$ cat config.mk
export PLATFORM = sky130hd
export DESIGN_NAME = mem_arbiter
export DESIGN_NICKNAME = d
export VERILOG_FILES = /design/src/rtl/mem_pkg.sv /design/src/rtl/mem_arbiter_be_merge.sv /design/src/rtl/mem_arbiter.sv
export SDC_FILE = /design/constraint.sdc
export NUM_CORES = 1
export LEC_CHECK = 0
export BUFFER_PORTS_ARGS = -buffer_cell sky130_fd_sc_hd__buf_2
export CAP_MARGIN = 40
export CORE_MARGIN = 2
export CORE_UTILIZATION = 38
export CTS_CLUSTER_SIZE = 12
export DETAILED_ROUTE_END_ITERATION = 16
export PLACE_DENSITY = 0.77
export SLEW_MARGIN = 20
export SYNTH_ARGS = -nofsm -noshare
export SYNTH_HDL_FRONTEND = slang
export SYNTH_SLANG_ARGS = --single-unit
$ cat constraint.sdc
create_clock -name clk -period 1.6 [get_ports clk]
set_input_delay 0.16 -clock clk [delete_from_list [all_inputs] [get_ports clk]]
set_output_delay 0.16 -clock clk [all_outputs]
set_load 0.02 [all_outputs]
$ cat src/rtl/mem_pkg.sv
// Shared types and constants for the IF/D memory arbiter and related
// memory-side logic.
package mem_pkg;

    typedef enum logic [1:0] {
        IDLE,
        RSP,
        RMW_WR,
        ACK
    } state_t;

    typedef enum logic {
        SRC_IF,
        SRC_D
    } src_t;

    localparam logic [3:0] BE_FULL = 4'hF;
    localparam int         MEM_AW  = 10;

endpackage

$ cat src/rtl/mem_arbiter_be_merge.sv
// Byte-lane merge: each lane takes the new byte when its enable is set,
// otherwise keeps the old byte.
module be_merge #(
    parameter int DW = 32
) (
    input  logic [DW-1:0] old_i,
    input  logic [DW-1:0] new_i,
    input  logic [3:0]    be_i,
    output logic [DW-1:0] merged_o
);

    localparam int LW = DW / 4;

    genvar gi;
    generate
        for (gi = 0; gi < 4; gi++) begin : g_lane
            assign merged_o[gi*LW +: LW] = be_i[gi] ? new_i[gi*LW +: LW]
                                                    : old_i[gi*LW +: LW];
        end
    endgenerate

endmodule

$ cat src/rtl/mem_arbiter.sv
// Single-port memory controller shared by instruction fetch and load/store;
// arbitrates, sequences accesses and turns partial stores into read-modify-write.
module mem_arbiter
    import mem_pkg::*;
#(
    parameter int AW    = MEM_AW,
    parameter int DW    = 32,
    parameter bit RR_EN = 1'b1
) (
    input  logic          clk,
    input  logic          rst_n,
    input  logic          if_req_valid,
    output logic          if_req_ready,
    input  logic [AW+1:0] if_addr,
    output logic          if_rsp_valid,
    output logic [DW-1:0] if_rsp_data,
    input  logic          d_req_valid,
    output logic          d_req_ready,
    input  logic [AW+1:0] d_addr,
    input  logic          d_we,
    input  logic [3:0]    d_be,
    input  logic [DW-1:0] d_wdata,
    output logic          d_rsp_valid,
    output logic [DW-1:0] d_rsp_data,
    output logic [AW-1:0] mem_addr,
    output logic [DW-1:0] mem_wdata,
    output logic          mem_we,
    output logic [3:0]    mem_be,
    input  logic [DW-1:0] mem_rdata,
    output logic          busy
);

    state_t        state_q, state_d;
    src_t          src_q, src_d;
    src_t          rr_last_q, rr_last_d;
    logic [AW-1:0] addr_q, addr_d;
    logic          we_q, we_d;
    logic [3:0]    be_q, be_d;
    logic [DW-1:0] wdata_q, wdata_d;
    logic          grant_if, grant_d;
    logic [DW-1:0] merged;
    logic          unused_addr_lsbs;

    assign unused_addr_lsbs = ^{if_addr[1:0], d_addr[1:0]};

    be_merge #(.DW(DW)) u_be_merge (
        .old_i    (mem_rdata),
        .new_i    (wdata_q),
        .be_i     (be_q),
        .merged_o (merged)
    );

    // Grants exist only in IDLE and never while reset is held.
    always_comb begin
        grant_if = 1'b0;
        grant_d  = 1'b0;
        if (state_q == IDLE && rst_n) begin
            if (RR_EN) begin
                if (if_req_valid && d_req_valid) begin
                    grant_if = (rr_last_q == SRC_D);
                    grant_d  = (rr_last_q == SRC_IF);
                end else begin
                    grant_if = if_req_valid;
                    grant_d  = d_req_valid;
                end
            end else begin
                grant_d  = d_req_valid;
                grant_if = if_req_valid & ~d_req_valid;
            end
        end
    end

    assign if_req_ready = grant_if;
    assign d_req_ready  = grant_d;
    assign mem_be       = BE_FULL;
    assign busy         = (state_q != IDLE);

    always_comb begin
        state_d      = state_q;
        src_d        = src_q;
        rr_last_d    = rr_last_q;
        addr_d       = addr_q;
        we_d         = we_q;
        be_d         = be_q;
        wdata_d      = wdata_q;
        mem_addr     = addr_q;
        mem_wdata    = '0;
        mem_we       = 1'b0;
        if_rsp_valid = 1'b0;
        if_rsp_data  = '0;
        d_rsp_valid  = 1'b0;
        d_rsp_data   = '0;
        case (state_q)
            IDLE: begin
                if (grant_if) begin
                    src_d     = SRC_IF;
                    rr_last_d = SRC_IF;
                    addr_d    = if_addr[AW+1:2];
                    we_d      = 1'b0;
                    be_d      = '0;
                    wdata_d   = '0;
                    mem_addr  = if_addr[AW+1:2];
                    state_d   = RSP;
                end else if (grant_d) begin
                    src_d     = SRC_D;
                    rr_last_d = SRC_D;
                    addr_d    = d_addr[AW+1:2];
                    we_d      = d_we;
                    be_d      = d_be;
                    wdata_d   = d_wdata;
                    mem_addr  = d_addr[AW+1:2];
                    if (d_we && d_be == BE_FULL) begin
                        mem_we    = 1'b1;
                        mem_wdata = d_wdata;
                        state_d   = RSP;
                    end else if (d_we && d_be != 4'h0) begin
                        // Read phase of the RMW; the old word arrives next cycle.
                        state_d = RMW_WR;
                    end else begin
                        state_d = RSP;
                    end
                end
            end
            RMW_WR: begin
                mem_we    = we_q;
                mem_wdata = merged;
                state_d   = ACK;
            end
            RSP, ACK: begin
                if (src_q == SRC_IF) begin
                    if_rsp_valid = 1'b1;
                    if_rsp_data  = mem_rdata;
                end else begin
                    d_rsp_valid = 1'b1;
                    d_rsp_data  = mem_rdata;
                end
                state_d = IDLE;
            end
            default: state_d = IDLE;
        endcase
    end

    always_ff @(posedge clk or negedge rst_n) begin
        if (!rst_n) begin
            state_q   <= IDLE;
            src_q     <= SRC_IF;
            rr_last_q <= SRC_D;
            addr_q    <= '0;
            we_q      <= 1'b0;
            be_q      <= '0;
            wdata_q   <= '0;
        end else begin
            state_q   <= state_d;
            src_q     <= src_d;
            rr_last_q <= rr_last_d;
            addr_q    <= addr_d;
            we_q      <= we_d;
            be_q      <= be_d;
            wdata_q   <= wdata_d;
        end
    end

endmodule

==> results of run 1 <==
==> through the flow <==
step           instance area (um^2)  TNS (ps)  power [mW]
2_1_floorplan                  3440     -3440        5.46
3_3_place_gp                   4640    -12650        6.84
3_5_place_dp                   4670    -15430        7.00
4_1_cts                        5510    -41170        9.12
5_1_grt                        6300    -54710        11.0
6_report                       6300    -46550        10.5
==> registers in the layout, summed over array words and instances (netlist names) <==
name / cells
wdata_q: 32
addr_q: 10
state_q: 2
we_q: 1
be_q: 4
rr_last_q: 1
src_q: 1
==> critical path, stage by stage (launching register included) <==
cell and delay, ps:
sky130_fd_sc_hd__dfrtp_1 400, sky130_fd_sc_hd__or3b_4 430, sky130_fd_sc_hd__nor4_4 320, sky130_fd_sc_hd__buf_6 280, sky130_fd_sc_hd__o2bb2ai_2 150, sky130_fd_sc_hd__buf_6 140
==> kinds of logic after synthesis <==
kind of cell / after synthesis
AND/OR/NAND/NOR: 79
other: 1
buffers and inverters: 38
AO/OA/AOI/OAI: 96
flip-flops: 51
multiplexers: 32
==> Yosys cell counts <==
cell and n:
sky130_fd_sc_hd__dfstp_2 1, sky130_fd_sc_hd__a211o_1 1, sky130_fd_sc_hd__or2_2 1, sky130_fd_sc_hd__dfrtp_1 50, sky130_fd_sc_hd__o21ai_1 1, sky130_fd_sc_hd__o221a_2 10, sky130_fd_sc_hd__a22o_1 37, sky130_fd_sc_hd__a21o_1 3
sky130_fd_sc_hd__buf_2 7, sky130_fd_sc_hd__nor2b_1 2, sky130_fd_sc_hd__buf_1 3, sky130_fd_sc_hd__inv_1 2, sky130_fd_sc_hd__conb_1 1, sky130_fd_sc_hd__o2bb2ai_1 30, sky130_fd_sc_hd__o2bb2ai_2 2, sky130_fd_sc_hd__buf_6 3
sky130_fd_sc_hd__nand2b_1 2, sky130_fd_sc_hd__and2_1 33, sky130_fd_sc_hd__nand4_1 1, sky130_fd_sc_hd__a21bo_2 1, sky130_fd_sc_hd__nand3_1 2, sky130_fd_sc_hd__inv_2 1, sky130_fd_sc_hd__o21ai_0 1, sky130_fd_sc_hd__or2_1 1
sky130_fd_sc_hd__or3b_4 1, sky130_fd_sc_hd__mux2i_1 32, sky130_fd_sc_hd__and3_1 32, sky130_fd_sc_hd__or4_1 1, sky130_fd_sc_hd__nor2_1 1, sky130_fd_sc_hd__nor3b_1 1, sky130_fd_sc_hd__buf_4 5, sky130_fd_sc_hd__o21bai_1 10
sky130_fd_sc_hd__nor4_4 1, sky130_fd_sc_hd__clkbuf_1 17
==> power by group through the flow <==
stage / registers [mW] / clock network, mW / logic [mW]
2_1_floorplan: 2.17 / 0 / 3.29
3_3_place_gp: 2.44 / 0 / 4.40
3_5_place_dp: 2.46 / 0 / 4.54
4_1_cts: 2.44 / 0.910 / 5.77
5_1_grt: 2.56 / 0.961 / 7.43
6_report: 2.50 / 0.898 / 7.10
==> cell usage in the layout, fill, tap and decap left out, drive strengths merged <==
| cell type | instances |
|---|---|
| or3b | 1 |
| dfstp | 1 |
| nor2 | 1 |
| and2 | 33 |
| nand3 | 2 |
| conb | 4 |
| clkinv | 1 |
| inv | 2 |
| nor2b | 2 |
| dfrtp | 50 |
| a22o | 37 |
| nand4 | 1 |
| nand2b | 2 |
| or2 | 2 |
| nor4 | 1 |
| o21bai | 10 |
| or4 | 1 |
| o221a | 10 |
| clkbuf | 11 |
| buf | 254 |
| a211o | 1 |
| and3 | 32 |
| nor3b | 1 |
| bufinv | 1 |
| a21bo | 1 |
| o21ai | 2 |
| mux2i | 32 |
| a21o | 3 |
| o2bb2ai | 32 |
==> layout make-up <==
class	instances	area [um^2]	area share
clock buffers	7	76.3	0.0121
clock inverters	1	30.0	0.00477
inverters	3	23.8	0.00377
multi-input cells	211	2260	0.358
flip-flops and latches	51	1280	0.203
well taps	105	131	0.0209
repair buffers	258	2500	0.397
==> path summary, 6_finish.rpt <==
path,to,start,cells past startpoint,slack (ps)
hold / removal,wdata_q[8],d_wdata[8],2,110
min in group asynchronous,be_q[1],rst_n,3,150
hold reg to reg,wdata_q[31],wdata_q[31],1,510
setup reg to reg,wdata_q[14],state_q[0],8,-210
max in group asynchronous,wdata_q[29],rst_n,3,980
setup / recovery,mem_wdata[12],state_q[0],5,-590
==> layer usage <==
metal	vias up	share of wire	track usage
li1	1605	-	-
met1	1826	0.37	0.334
met2	202	0.53	0.474
met3	36	0.071	0.0356
met4	0	0.028	0.0857
met5	-	0	0
==> repair_timing <==
action	CTS	global route
endpoints found under the setup margin	161	162
setup buffers	11	6
pin swaps	2	4
hold buffers	0	0
resized for setup	143	197
gates cloned	6	7
==> results.py, run 1 <==
metrics = {
    "synthesis": {
        "ys_ff_latch": 51,
        "synth_compound_gate_area_share": 0.271,
        "syn_inst": 297,
        "post-synth-top-area-fraction": 0.396,
        "post_synthesis_cell_type_count": 34,
        "yosys-top-cells-area": "sky130_fd_sc_hd__dfrtp_1, sky130_fd_sc_hd__a22o_1, sky130_fd_sc_hd__mux2i_1, sky130_fd_sc_hd__o2bb2ai_1, sky130_fd_sc_hd__and2_1",
        "synth.mux.area_fraction": 0.101,
        "basic_gate_share_of_the_synthesized_area_counting_and_or_nand_and_nor_cells": 0.162,
        "synth-adder-area-share": 0,
        "synthesis.yosys.warnings": 0,
        "synth_sequential_area_ratio": 0.404,
        "post_synth_instance_area_mm2": 0.00316,
        "synth_top_cell_by_area": "sky130_fd_sc_hd__dfrtp_1",
        "synth_area_per_cell_um2": 10.6,
        "post_synth_xor_area_fraction": 0,
        "synth_top_family_by_area": "compound AO/OA/AOI/OAI gates",
    },
    "min_path": {
        "holdCritPathClass": "in2reg",
    },
    "final_layout": {
        "final_util": 0.774,
        "final_layout_size_suffix_gt1_frac": 0.714,
        "filler_cell_count": 484,
        "insertedDiodeCount": 0,
        "fin_nets": 627,
        "finalNonFillerCells": 636,
        "syn_to_final_growth_pct": 99.2,
    },
    "run": {
        "max_cap_violations": 0,
    },
    "grt": {
        "grt_start_max_net_pins": 52,
        "grtUsageTotal": 0.267,
        "vias_in_the_first_global_route": 3556,
        "grt_antenna_before_repair": 0,
        "grt_pass1_wl_mm": 18.4,
        "global_route.overflow_total": 0,
    },
    "clock_network": {
        "insertion_delay_ps": 300,
        "clock_tree.htree_level_count": 2,
        "clk_root_buffer_cell": "sky130_fd_sc_hd__clkbuf_8",
        "clock_input_transition_at_the_sequential_cells_of_the_worst_setup_and_hold_paths_ps": 100,
        "ctsLongestPathBuffers": 2,
        "cts_sinks": 51,
        "tritoncts": "built",
        "cts_buffers": 5,
    },
    "power": {
        "internal_power_mw": 6.24,
        "swShare": 0.405,
        "power_frac_seq": 0.238,
        "power.clock.fraction": 0.086,
        "total_switching_power_mw": 4.26,
        "worst_case_vdd_ir_drop_mv": 1.12,
        "power.density_cell_area_mw_per_mm2": 1670,
        "power_frac_comb": 0.676,
        "power.leakage_nw": 2.97,
    },
    "timing": {
        "worst_pin_slew_ps": 668,
        "slew_headroom": 0.555,
        "finalWorstSetupSlack_ps": -592,
        "achievable-frequency_mhz": 456,
        "grt_setup_unrepaired": "true",
        "finalCriticalPeriod_ps": 2190,
        "final_min_period_over_clock_period": 1.37,
        "maxSlewViolCount": 0,
        "fin_skew_ps": 8.83,
        "final_hold_viol_count": 0,
        "final-setup-viol-count": 162,
        "worst_hold_margin_ps": 105,
    },
    "place": {
        "post-dp-hpwl_mm": 7.54,
        "io_buffer_count": 204,
        "place_inst": 600,
        "placement.setup.worst_slack_ps": -267,
        "gp_routability_congestion": 0.768,
    },
    "floorplan": {
        "dieHeight_um": 95.2,
        "die_area_mm2": 0.00907,
        "core-area_mm2": 0.00813,
        "placementRows": 33,
        "floorplan.initialDensity": 0.389,
        "dieWidth_um": 95.2,
        "design.portCount": 213,
    },
    "routing": {
        "drt-wirelength-per-cell_um": 22.5,
        "totalWireLength_mm": 14.3,
        "final_antenna_net_count": 0,
        "initialDrtViolationCount": 200,
        "detail_route.drc_violations": 0,
        "drt-pass1-iter-count": 4,
        "routed-via-count": 3669,
        "via_per_inst": 5.77,
    },
    "critical_path": {
        "cp-end-kind": "output pin",
        "timing.critical_path.fanout_max": 16,
        "worstSetupStartpointType": "flip-flop",
        "setup.worst_path.class": "reg2out",
        "worst_ep_arrival_time_ps": 2030,
        "critPathRequiredTime_ps": 1440,
    },
    "run_status": {
        "status": "finished, violations left",
        "failed_checks": "setup timing",
    },
}
Power figures use the tool's default switching activity.
==> inputs of run 2 (changes only) <==
CORE_MARGIN = default   (was 2)
==> run 2 against run 1 <==
The run still ends with setup timing left. Count of clock-buffer cells in the layout down 1. Clock power up 18%. Core utilization down 2.7 points. Sequential share of layout area up 1.4 points. Via count down 2.8%. Flip-flop and latch count unchanged. Register-to-register slack worse by 50 ps. Highest routed layer unchanged.
==> results.py, run 2 (synthesis gave the netlist of run 1 again) <==
metrics = {
    "place": {
        "gp_routability_congestion": 0.748,
        "io_buffer_count": 204,
        "post-dp-hpwl_mm": 7.39,
        "place_inst": 592,
    },
    "critical_path": {
        "crit_path_top_delay_cell": "sky130_fd_sc_hd__or3b_4",
        "reg2reg_from": "state_q[0]",
        "critPathRequiredTime_ps": 1440,
        "timing.critical_path.fanout_max": 8,
        "critPathMaxStageDelay_ps": 420,
        "worstSetupStartpoint": "state_q[0]",
        "cp-end-kind": "output pin",
        "setup.worst_path.class": "reg2out",
        "crit_top_cell": "sky130_fd_sc_hd__buf_6",
        "worstSetupStartpointType": "flip-flop",
        "ordered_list_of_cells_on_the_worst_path": "or3b_4 > nor4_4 > buf_6 > buf_12 > buf_16 > o2bb2ai_2 > buf_6",
        "worst_ep_arrival_time_ps": 2020,
    },
    "routing": {
        "drt-pass1-iter-count": 4,
        "drt-wirelength-per-cell_um": 20.6,
        "initialDrtViolationCount": 155,
        "totalWireLength_mm": 12.9,
        "final_antenna_net_count": 0,
        "detail_route.drc_violations": 0,
        "routed-via-count": 3567,
        "via_per_inst": 5.69,
    },
    "clock_network": {
        "clk_root_buffer_cell": "sky130_fd_sc_hd__clkbuf_8",
        "insertion_delay_ps": 300,
        "cts_buffers": 5,
        "ctsLongestPathBuffers": 2,
        "cts_hold_bufs": 0,
        "cts_sinks": 51,
        "tritoncts": "built",
        "clock_input_transition_at_the_sequential_cells_of_the_worst_setup_and_hold_paths_ps": 100,
        "clock_tree.htree_level_count": 2,
    },
    "power": {
        "power.density_cell_area_mw_per_mm2": 1660,
        "power.leakage_nw": 2.95,
        "worst_case_vdd_ir_drop_mv": 1.14,
        "report.power.total_mw": 9.81,
    },
    "floorplan": {
        "placementRows": 32,
        "floorplan.initialDensity": 0.401,
        "dieHeight_um": 93.2,
        "core-area_mm2": 0.00789,
        "design.portCount": 213,
        "die_area_mm2": 0.00869,
        "dieWidth_um": 93.2,
    },
    "final_layout": {
        "layout.cells.most_common": "sky130_fd_sc_hd__buf_2",
        "fin_nets": 621,
        "area_used_by_multi_input_combinational_logic_mm2": 0.00220,
        "syn_to_final_growth_pct": 86.4,
        "final_layout_size_suffix_gt1_frac": 0.627,
        "filler_cell_count": 523,
        "ff_latch_area_mm2": 0.00128,
        "insertedDiodeCount": 0,
        "largest-register": "wdata_q",
        "most_frequent_cells_in_the_layout": "sky130_fd_sc_hd__buf_2, sky130_fd_sc_hd__buf_6, sky130_fd_sc_hd__dfrtp_1",
        "largest_register_ff_count": 32,
        "finalNonFillerCells": 627,
        "reg.largest.list": "wdata_q (32), addr_q (10), be_q (4)",
    },
    "run_status": {
        "failed_checks": "setup timing",
        "status": "finished, violations left",
    },
    "grt": {
        "global_route.overflow_total": 0,
        "grt_antenna_before_repair": 0,
        "vias_in_the_first_global_route": 3523,
        "grtUsageTotal": 0.275,
        "grt_pass1_wl_mm": 18.3,
        "grt_start_max_net_pins": 52,
    },
    "timing": {
        "finalWorstSetupSlack_ps": -585,
        "final-setup-viol-count": 150,
        "final_min_period_over_clock_period": 1.37,
        "grt_setup_unrepaired": "true",
        "finalCriticalPeriod_ps": 2180,
        "final_hold_viol_count": 0,
        "fin_skew_ps": 6.97,
        "slew_headroom": 0.557,
        "achievable-frequency_mhz": 458,
        "maxSlewViolCount": 0,
        "worst_pin_slew_ps": 665,
    },
    "run": {
        "max_cap_violations": 0,
    },
    "min_path": {
        "min_from": "d_wdata[10]",
        "holdCritPathClass": "in2reg",
    },
}
run 2: cell count changes in the layout (fill, tap and decap cells not counted), sizes merged:
cell / before / now
or2: 2 / 3
bufbuf: 0 / 1
buf: 254 / 246
clkbuf: 11 / 10
bufinv: 1 / 2
run 2: routing by layer:
| layer | part of all wire | track usage |
|---|---|---|
| met5 | 0 | 0 |
| met4 | 0.014 | 0.100 |
| met3 | 0.065 | 0.0496 |
| met2 | 0.53 | 0.489 |
| met1 | 0.39 | 0.331 |
run 2: path summary, 6_finish.rpt:
| kind | slack (ps) | to | cells after the start |
|---|---|---|---|
| min reg2reg | 510 | wdata_q[24] | 1 |
| min | 100 | wdata_q[10] | 2 |
| min in group asynchronous | 130 | wdata_q[8] | 3 |
| max in group asynchronous | 1020 | wdata_q[2] | 3 |
| max | -580 | mem_wdata[0] | 7 |
| max reg2reg | -260 | wdata_q[29] | 7 |
run 2: cell type report:
type,instances,share of cell area
Timing Repair Buffer,251,0.362
Tap cell,102,0.0217
Clock buffer,6,0.0123
Multi-Input combinational cell,212,0.373
Clock inverter,2,0.0102
Inverter,3,0.00488
Sequential cell,51,0.217
run 2: power breakdown:
group | total, mW | internal [mW] | switching (mW)
sequential | 2.49 | 1.93 | 0.558
clock | 1.06 | 0.625 | 0.439
combinational | 6.26 | 3.26 | 3.00
total | 9.81 | 5.81 | 3.99
run 2: worst max-delay path, delay by kind of cell (launching register included):
family | cells | cell delay [ps]
and+or+nand+nor | 2 | 650
buffers and inverters | 4 | 540
DFF | 1 | 390
AOI/OAI and AO/OA | 1 | 130
run 2: timing repair:
| item | 4_1_cts | 5_1_grt |
|---|---|---|
| pin swaps | 17 | 5 |
| gates resized for setup | 153 | 42 |
| endpoints found under the setup margin | 128 | 162 |
| setup buffers | 13 | 3 |
| cloned | 8 | 5 |
run 2: through the flow:
| step | worst slack, ps | hold slack (ps) | util | instance area [um^2] | TNS, ps |
|---|---|---|---|---|---|
| floorplan | -97.7 | -136 | - | 3440 | -3440 |
| global placement | -243 | 412 | 0.587 | 4630 | -18190 |
| detailed placement | -274 | 418 | 0.592 | 4670 | -15180 |
| CTS | -546 | 98.9 | 0.710 | 5600 | -41610 |
| global route | -655 | 94.5 | 0.747 | 5890 | -46600 |
| finish | -585 | 102 | 0.747 | 5890 | -38830 |
==> inputs of run 3 (changes only) <==
CTS_BUF_LIST = sky130_fd_sc_hd__clkbuf_8 sky130_fd_sc_hd__clkbuf_16   (was default)
==> run 3 against run 2 <==
Count of clock-buffer cells in the layout fell by 1. Combinational power about the same. Wire length is 0.12% higher. The run still ends with setup timing left. Final cell count is the same. Hold slack got worse by 2.9 ps. Setup slack improved by 1.8 ps. First-iteration DRC count did not move. Largest cell class unchanged. Maximum frequency barely moved. Sequential power is essentially flat. Critical path depth unchanged. Sequential share of layout area is the same.
==> results.py, run 3 (synthesis gave the netlist of run 1 again) <==
metrics = {
    "power": {
        "swShare": 0.408,
        "power.clock.fraction": 0.108,
        "power_frac_seq": 0.254,
        "power.leakage_nw": 2.95,
        "internal_power_mw": 5.81,
        "report.power.total_mw": 9.80,
        "power_frac_comb": 0.638,
        "worst_case_vdd_ir_drop_mv": 1.14,
        "power.density_cell_area_mw_per_mm2": 1660,
        "total_switching_power_mw": 4.00,
    },
    "floorplan": {
        "dieHeight_um": 93.2,
        "dieWidth_um": 93.2,
        "design.portCount": 213,
        "core-area_mm2": 0.00789,
        "floorplan.initialDensity": 0.401,
        "die_area_mm2": 0.00869,
        "placementRows": 32,
    },
    "final_layout": {
        "fin_nets": 621,
        "largest-register": "wdata_q",
        "filler_cell_count": 523,
        "largest_register_ff_count": 32,
        "final_layout_size_suffix_gt1_frac": 0.627,
        "reg.largest.list": "wdata_q (32), addr_q (10), be_q (4)",
        "area_used_by_multi_input_combinational_logic_mm2": 0.00220,
        "ff_latch_area_mm2": 0.00128,
        "layout.cells.most_common": "sky130_fd_sc_hd__buf_2",
        "syn_to_final_growth_pct": 86.4,
        "insertedDiodeCount": 0,
        "most_frequent_cells_in_the_layout": "sky130_fd_sc_hd__buf_2, sky130_fd_sc_hd__buf_6, sky130_fd_sc_hd__dfrtp_1",
    },
    "place": {
        "gp_routability_congestion": 0.748,
        "post-dp-hpwl_mm": 7.39,
        "io_buffer_count": 204,
    },
    "timing": {
        "worst_hold_margin_ps": 99.2,
        "grt_setup_unrepaired": "true",
        "slew_headroom": 0.562,
        "finalCriticalPeriod_ps": 2180,
        "worst_pin_slew_ps": 656,
        "finalWorstSetupSlack_ps": -583,
        "maxSlewViolCount": 0,
        "final-setup-viol-count": 142,
        "fin_skew_ps": 8.88,
        "final_hold_viol_count": 0,
        "totalNegativeSetupSlack_ps": -38370,
        "final_min_period_over_clock_period": 1.36,
        "achievable-frequency_mhz": 458,
    },
    "critical_path": {
        "worst_ep_arrival_time_ps": 2020,
        "crit_top_cell": "sky130_fd_sc_hd__buf_6",
        "critPathMaxStageDelay_ps": 420,
        "cp-end-kind": "output pin",
        "critPathRequiredTime_ps": 1440,
        "setup.worst_path.class": "reg2out",
        "worst_path_dominant_cell_family": "simple AND/OR/NAND/NOR gates",
        "ordered_list_of_cells_on_the_worst_path": "or3b_4 > nor4_4 > buf_6 > buf_12 > buf_16 > o2bb2ai_2 > buf_6",
        "cp_num_buf_inv": 4,
        "crit_path_top_delay_cell": "sky130_fd_sc_hd__or3b_4",
        "worst-r2r-cell-count": 7,
        "timing.critical_path.fanout_max": 8,
        "worstSetupStartpointType": "flip-flop",
        "worstSetupPathDepth": 7,
    },
    "grt": {
        "global_route.overflow_total": 0,
        "grt_pass1_wl_mm": 18.3,
        "grt_start_max_net_pins": 52,
        "grtUsageTotal": 0.275,
        "vias_in_the_first_global_route": 3523,
        "grt_antenna_before_repair": 0,
    },
    "routing": {
        "final_antenna_net_count": 0,
        "drt-pass1-iter-count": 4,
        "via_per_inst": 5.68,
        "drt-wirelength-per-cell_um": 20.6,
        "totalWireLength_mm": 12.9,
        "routed-via-count": 3563,
        "detail_route.drc_violations": 0,
        "initialDrtViolationCount": 155,
    },
    "clock_network": {
        "clock_tree.htree_level_count": 2,
        "clk_root_buffer_cell": "sky130_fd_sc_hd__clkbuf_8",
        "tritoncts": "built",
        "ctsLongestPathBuffers": 2,
        "cts_buffers": 5,
        "clock_input_transition_at_the_sequential_cells_of_the_worst_setup_and_hold_paths_ps": 100,
        "cts_hold_bufs": 0,
        "insertion_delay_ps": 310,
        "cts_sinks": 51,
    },
    "run": {
        "max_cap_violations": 0,
    },
    "run_status": {
        "failed_checks": "setup timing",
        "status": "finished, violations left",
    },
    "min_path": {
        "cells_on_worst_hold_path": 2,
        "holdCritPathClass": "in2reg",
    },
}
==> run 3: cell count changes in the layout (fill, tap and decap cells not counted) <==
| cell | before | now |
|---|---|---|
| sky130_fd_sc_hd__clkbuf_1 | 1 | 0 |
| sky130_fd_sc_hd__inv_1 | 1 | 2 |
==> run 3: path summary, 6_finish.rpt <==
path	from	end	slack, ps
max in group asynchronous	rst_n	wdata_q[4]	1030
setup reg to reg	state_q[0]	wdata_q[29]	-260
min in group asynchronous	rst_n	wdata_q[8]	120
hold / removal	d_wdata[10]	wdata_q[10]	100
setup / recovery	state_q[0]	mem_wdata[0]	-580
hold reg to reg	wdata_q[24]	wdata_q[24]	510
==> run 3: through the flow <==
step / area (um^2) / worst slack (ps) / cells / utilization
6_report: 5890 / -583 / 627 / 0.747
5_1_grt: 5890 / -655 / 627 / 0.747
4_1_cts: 5600 / -546 / 619 / 0.710
3_5_place_dp: 4670 / -274 / 592 / 0.592
3_3_place_gp: 4630 / -243 / 590 / 0.587
2_1_floorplan: 3440 / -97.7 / 300 / -
==> run 3: repair_timing <==
action	4_1_cts	5_1_grt
buffers inserted	13	3
gates resized for setup	153	42
pin swaps	17	5
endpoints found under the setup margin	128	162
cloned	8	5
==> run 3: cell type report <==
type                            instances  share of cell area
Multi-Input combinational cell        212               0.373
Sequential cell                        51               0.217
Clock buffer                            5              0.0117
Timing Repair Buffer                  251               0.362
Inverter                                3             0.00488
Tap cell                              102              0.0217
Clock inverter                          3              0.0108
==> run 3: metal layers <==
metal  up-vias  GRT usage  share of wire
met4         0      0.100          0.016
met5         -          0              0
met2       171      0.489           0.53
met3        19     0.0496          0.065
li1       1583          -              -
met1      1790      0.331           0.39
==> run 3: power groups by stage <==
stage	Sequential (mW)	Clock, mW	Combinational [mW]
floorplan	2.17	0	3.29
detailed placement	2.46	0	4.56
finish	2.49	1.06	6.26
global route	2.56	1.13	6.56
global placement	2.43	0	4.41
CTS	2.45	1.07	5.78
